[config.mk]
export PLATFORM = sky130hd
export DESIGN_NAME = led_matrix_scanner
export DESIGN_NICKNAME = d
export VERILOG_FILES = /design/src/rtl/matrix_pkg.sv /design/src/rtl/matrix_scan_counter.sv /design/src/rtl/led_matrix_scanner.sv
export SDC_FILE = /design/constraint.sdc
export NUM_CORES = 1
export LEC_CHECK = 0
export ABC_AREA = 1
export ABC_CLOCK_PERIOD_IN_PS = 4360
export CAP_MARGIN = 40
export CORE_UTILIZATION = 45
export CTS_BUF_LIST = sky130_fd_sc_hd__clkbuf_4 sky130_fd_sc_hd__clkbuf_8
export DETAILED_ROUTE_END_ITERATION = 10
export GPL_TIMING_DRIVEN = 0
export PLACE_DENSITY = 0.7
export SLEW_MARGIN = 20
export SYNTH_ARGS = -nofsm -noshare
export SYNTH_HDL_FRONTEND = slang
export SYNTH_SLANG_ARGS = --single-unit
[constraint.sdc]
create_clock -name clk -period 4.36 [get_ports clk]
set_input_delay 1.09 -clock clk [delete_from_list [all_inputs] [get_ports clk]]
set_output_delay 1.09 -clock clk [all_outputs]
set_load 0.01 [all_outputs]
[src/rtl/matrix_pkg.sv]
// Shared definitions for the 5x7 LED matrix scanner: geometry, "all off"
// drive levels, row image type and the column-to-image mapping.
package matrix_pkg;

  localparam int MATRIX_ROWS      = 7;
  localparam int MATRIX_COLS      = 5;
  localparam int MATRIX_HALF_COLS = 3;

  localparam logic [MATRIX_ROWS-1:0] ROWS_OFF = 7'h7F;
  localparam logic [MATRIX_COLS-1:0] COLS_OFF = 5'h1F;

  typedef logic [MATRIX_ROWS-1:0] row_t;
  typedef logic [MATRIX_COLS-1:0] colsel_t;
  typedef logic [$clog2(MATRIX_HALF_COLS)-1:0] img_sel_t;

  // The matrix is left/right symmetric: outer columns share image 2,
  // inner columns share image 1 and the centre column uses image 0.
  function automatic img_sel_t col_to_image(input logic [2:0] col);
    img_sel_t sel;
    case (col)
      3'd0, 3'd4: sel = 2'd2;
      3'd1, 3'd3: sel = 2'd1;
      3'd2:       sel = 2'd0;
      default:    sel = 2'd0;
    endcase
    return sel;
  endfunction

  // Active-low one-hot select for a single column.
  function automatic colsel_t col_select_n(input logic [2:0] col);
    colsel_t onehot;
    onehot = 5'b00001 << col;
    return ~onehot;
  endfunction

endpackage

[src/rtl/matrix_scan_counter.sv]
// Column-slot / column-index counter for the matrix scanner. Exposes the
// state the counter will hold after the current edge so that the top level
// can register outputs that line up with the counter state.
import matrix_pkg::*;

module matrix_scan_counter #(
  parameter int SCAN_DIV = 1000,
  parameter int CNT_W    = $clog2(SCAN_DIV)
) (
  input  logic             clk,
  input  logic             reset,
  input  logic             enable,
  output logic [CNT_W-1:0] cnt_next,
  output logic [2:0]       idx_next,
  output logic             frame_wrap
);

  logic [CNT_W-1:0] cnt_r;
  logic [2:0]       idx_r;
  logic             slot_wrap_s;

  // Next-state: advance within the slot, step column at slot end, hold when disabled
  always_comb begin
    cnt_next    = cnt_r;
    idx_next    = idx_r;
    slot_wrap_s = 1'b0;
    frame_wrap  = 1'b0;
    if (enable) begin
      if (cnt_r == CNT_W'(SCAN_DIV - 1)) begin
        cnt_next    = {CNT_W{1'b0}};
        slot_wrap_s = 1'b1;
        if (idx_r == 3'(MATRIX_COLS - 1)) begin
          idx_next   = 3'd0;
          frame_wrap = slot_wrap_s;
        end else begin
          idx_next = idx_r + 3'd1;
        end
      end else begin
        cnt_next = cnt_r + CNT_W'(1);
      end
    end else begin
      cnt_next = cnt_r;
      idx_next = idx_r;
    end
  end

  // Counter state registers
  always_ff @(posedge clk) begin
    if (reset) begin
      cnt_r <= {CNT_W{1'b0}};
      idx_r <= 3'd0;
    end else begin
      cnt_r <= cnt_next;
      idx_r <= idx_next;
    end
  end

endmodule

[src/rtl/led_matrix_scanner.sv]
// Time-multiplexed scanner for the 5x7 LED matrix. Latches the three
// symmetric column images once per frame, scans one column per slot with a
// blanking gap at the start of every slot, and drives registered outputs.
// Optional blinking is compiled in with the MATRIX_BLINK_EN macro.
import matrix_pkg::*;

module led_matrix_scanner #(
  parameter int SCAN_DIV     = 1000,
  parameter int BLANK_CYCLES = 2,
  parameter int BLINK_FRAMES = 25
) (
  input  logic       clk,
  input  logic       reset,
  input  logic       enable,
  input  logic       blink,
  input  logic [6:0] col_2,
  input  logic [6:0] col_1,
  input  logic [6:0] col_0,
  output logic [4:0] col_sel_n,
  output logic [6:0] row_n,
  output logic       frame_start
);

  localparam int CNT_W = $clog2(SCAN_DIV);

  logic [CNT_W-1:0] cnt_next_s;
  logic [2:0]       idx_next_s;
  logic             frame_wrap_s;
  row_t             img2_r, img1_r, img0_r;
  row_t             img2_next_s, img1_next_s, img0_next_s;
  row_t             row_img_s;
  logic             phase_on_s;
  logic             show_s;

  matrix_scan_counter #(
    .SCAN_DIV (SCAN_DIV),
    .CNT_W    (CNT_W)
  ) u_counter (
    .clk        (clk),
    .reset      (reset),
    .enable     (enable),
    .cnt_next   (cnt_next_s),
    .idx_next   (idx_next_s),
    .frame_wrap (frame_wrap_s)
  );

`ifdef MATRIX_BLINK_EN
  localparam int FCNT_W = (BLINK_FRAMES > 1) ? $clog2(BLINK_FRAMES) : 1;

  logic [FCNT_W-1:0] fcnt_r, fcnt_next_s;
  logic              phase_r, phase_next_s;

  // Count frames and flip the blink phase every BLINK_FRAMES frames
  always_comb begin
    fcnt_next_s  = fcnt_r;
    phase_next_s = phase_r;
    if (frame_wrap_s) begin
      if (fcnt_r == FCNT_W'(BLINK_FRAMES - 1)) begin
        fcnt_next_s  = {FCNT_W{1'b0}};
        phase_next_s = ~phase_r;
      end else begin
        fcnt_next_s = fcnt_r + FCNT_W'(1);
      end
    end else begin
      fcnt_next_s = fcnt_r;
    end
  end

  // Blink frame counter and phase registers; display starts in the on phase
  always_ff @(posedge clk) begin
    if (reset) begin
      fcnt_r  <= {FCNT_W{1'b0}};
      phase_r <= 1'b1;
    end else begin
      fcnt_r  <= fcnt_next_s;
      phase_r <= phase_next_s;
    end
  end

  assign phase_on_s = ~blink | phase_next_s;
`else
  logic unused_blink_s;
  assign unused_blink_s = blink & (BLINK_FRAMES > 32'sd0);
  assign phase_on_s     = 1'b1;
`endif

  // Pick the image for the column being entered; images swap only at frame wrap
  always_comb begin
    img2_next_s = frame_wrap_s ? col_2 : img2_r;
    img1_next_s = frame_wrap_s ? col_1 : img1_r;
    img0_next_s = frame_wrap_s ? col_0 : img0_r;
    case (col_to_image(idx_next_s))
      2'd2:    row_img_s = img2_next_s;
      2'd1:    row_img_s = img1_next_s;
      default: row_img_s = img0_next_s;
    endcase
    show_s = enable & phase_on_s & (cnt_next_s >= CNT_W'(BLANK_CYCLES));
  end

  // Image latch and registered matrix drive
  always_ff @(posedge clk) begin
    if (reset) begin
      img2_r      <= 7'h00;
      img1_r      <= 7'h00;
      img0_r      <= 7'h00;
      col_sel_n   <= COLS_OFF;
      row_n       <= ROWS_OFF;
      frame_start <= 1'b0;
    end else begin
      img2_r      <= img2_next_s;
      img1_r      <= img1_next_s;
      img0_r      <= img0_next_s;
      frame_start <= frame_wrap_s;
      if (show_s) begin
        col_sel_n <= col_select_n(idx_next_s);
        row_n     <= ~row_img_s;
      end else begin
        col_sel_n <= COLS_OFF;
        row_n     <= ROWS_OFF;
      end
    end
  end

endmodule
==> metrics.txt <==
status finished clean; Tmin final 2.77 ns; switching power of the nets 0.173 mW; CTS max path bufs 2; H-Tree Depth 2; Crit. End Element flop; die width 72.1 um; register area share after synthesis 42.6%; Worst EP required 4.54 ns; most common flop cell mapped by yosys dfxtp_1; TritonCTS clock tree built; Finished Core Util 58.0%; # IOs 38; fin. max-slew vios 0; drt drc 0; antenna-violating nets left 0; switching part of the total 22.8%; Reg2Reg Capture Point row_n[6]$_SDFF_PP1_; Worst Reg-to-Reg Cells 13; most frequent cells in the layout nand2_1 (94), dfxtp_1 (47), nor2_1 (41); Cells after Synth 319; Post-Route WL 4510 um; period utilisation layout 63.6%; hold_sp img1_r[2]$_SDFF_PP0_; mapped cell area 2210 um2; Int Pwr 0.586 mW; # diodes 0; Final #Nets 389; Port Buffers 35; setup ws final 1.59 ns; min-delay worst type reg -> reg; GRT Overall Usage 18.9%; Startpoint Class primary input; Final Skew 0.0120 ns; ys async rst share 0%; Die Height 72.1 um; post-CTS setup buffers 0; Comb pwr share 6.1%; Yosys cell types 27; Seq cells post-synth 47; worst reg-to-reg setup slack 2.34 ns; initial antenna violation count 0; Fmax achieved 0.361 GHz; placed cells 421; cell row count 25; post-synth top area share 42.6%; Synth area leaders dfxtp_1 (43%), nand2_1 (16%), nor2_1 (7.0%); CP Data Arrival Time 2.95 ns; CP Max Fanout 10; syn_area_per_cell 6.92 um2; Hold Violations, Final 0; Synth Warn # 0; Clock Sinks 47; Layout Cells excl Fill 429; clk slew on worst S/H paths 0.09 ns; Setup TNS 0 ns; CTS buffer count 5; root buf cell clkbuf_8; TritonRoute pass-1 iters 4; pin count of the biggest net entering global routing 16; hold buffers post-CTS 0; Power Dens Cells 277 nW/um2; Max rail drop VDD 0.169 mV; gr ovfl total 0; commonest non-fill, non-tap cell in the layout nand2_1; GPL Wtd Cong 0.854; Clk pwr share 36.9%; RSZ-0062 raised after global routing no; Slew headroom 67.2%; Worst Hold Endpoint img1_r[2]$_SDFF_PP0_; vias 2001; drt wl/cell 10.5 um; drt first-iter violations 67; hold depth 2; Leak 1.28 nW; Seq pwr share 56.9%; Vias per Instance 4.66; clk_lat worst skew 0.30 ns; Worst Tran Pin Value 0.493 ns; DIE AREA 5190 um2; hpwl dp 3430 um; Syn Nets 347; EDFF count, synth 0; RR Startpoint u_counter.cnt_r[0]$_SDFF_PP0_; vias in the first global route 1843; post-synth top area cell dfxtp_1; pre-CTS setup slack 1.25 ns; Starting Density 46.8%; Core ar. 4720 um2; share of post-route cells with drive strength above 1 9.12%; first-pass GRT wire length 7720 um; Area growth syn-to-layout 24.1%; crit path kind in -> reg; PostCTS Resize Cnt 0; endpoints failing setup 0; max cap viols 0
==> critical path: stages <==
cell             delay, ns
clkdlybuf4s50_1       0.48
buf_4                 0.18
nand2_1               0.13
nor2_4                0.15
nand2_1               0.06
nand2_1               0.06
nand3_1               0.10
nand2_1               0.09
inv_1                 0.04
nand3_1               0.07
nor2_1                0.04
nor2_1                0.20
buf_6                 0.18
nand3_1               0.09
==> how the worst max path moves through the flow <==
stage                     slack, ns  cells past startpoint    from                      end
after global routing           1.34                     14  enable  col_sel_n[3]$_SDFF_PP1_
after detailed placement       1.25                     14  enable      row_n[4]$_SDFF_PP1_
final                          1.59                     14  enable      row_n[6]$_SDFF_PP1_
after floorplan                2.04                     13  enable      row_n[3]$_SDFF_PP1_
after global placement         1.27                     14  enable      row_n[4]$_SDFF_PP1_
after CTS                      1.56                     14  enable      row_n[4]$_SDFF_PP1_
==> synthesized netlist by cell type (2+ instances only) <==
| cell | count |
|---|---|
| nand4_1 | 2 |
| inv_2 | 2 |
| nor2_4 | 3 |
| nor2_2 | 2 |
| o21ai_0 | 13 |
| nand3_1 | 30 |
| nand2_1 | 94 |
| buf_4 | 2 |
| a21oi_1 | 13 |
| nor3_1 | 4 |
| dfxtp_1 | 47 |
| nand2_2 | 4 |
| nand3_2 | 3 |
| buf_6 | 4 |
| nor2_1 | 41 |
| inv_1 | 36 |
| clkbuf_1 | 5 |
| o21ai_1 | 3 |
| ha_1 | 3 |
==> per-layer routing <==
layer	track usage [%]	vias to the layer above	wire, um
met1	24.7	879	2220
met3	3.06	6	132
met4	6.54	0	51
met2	31.9	38	2100
li1	-	1078	-
met5	0	-	0
==> flip-flops by register name, summed over array words and instances (netlist names) <==
register,count
img2_r,7
img0_r,7
u_counter.cnt_r,10
frame_start,1
col_sel_n,5
img1_r,7
u_counter.idx_r,3
row_n,7
==> power groups by stage <==
stage               registers [mW]  logic (mW)  clock network (mW)
finish                       0.432      0.0464               0.280
global route                 0.433      0.0516               0.302
CTS                          0.432      0.0466               0.283
detailed placement           0.442      0.0465                   0
global placement             0.442      0.0462                   0
floorplan                    0.442      0.0194                   0
==> stage by stage <==
step | total power, mW | instance area (um2) | hold slack [ns]
after floorplan | 0.462 | 2210 | 0.451
after global placement | 0.489 | 2640 | 0.459
after detailed placement | 0.489 | 2640 | 0.467
after CTS | 0.762 | 2740 | 0.479
after global routing | 0.787 | 2740 | 0.500
final | 0.759 | 2740 | 0.475
==> logic make-up after synthesis <==
family	after synthesis	synth area share, %
AO/OA/AOI/OAI	32	8.05
XOR/XNOR	1	0.397
adder cells (fa/ha/maj)	3	1.70
buffers and inverters	50	10.3
flip-flops	47	42.6
AND/OR/NAND/NOR	186	37.0
==> layout make-up <==
class | count | area, um2
clock inverters | 2 | 16.3
well taps | 67 | 83.8
fillers | 468 | 1980
multi-input cells | 222 | 1040
inverters | 38 | 143
clock buffers | 6 | 82.6
repair buffers | 35 | 350
plain buffers | 12 | 83.8
flip-flops and latches | 47 | 941
(Power assumes the default switching activity.)
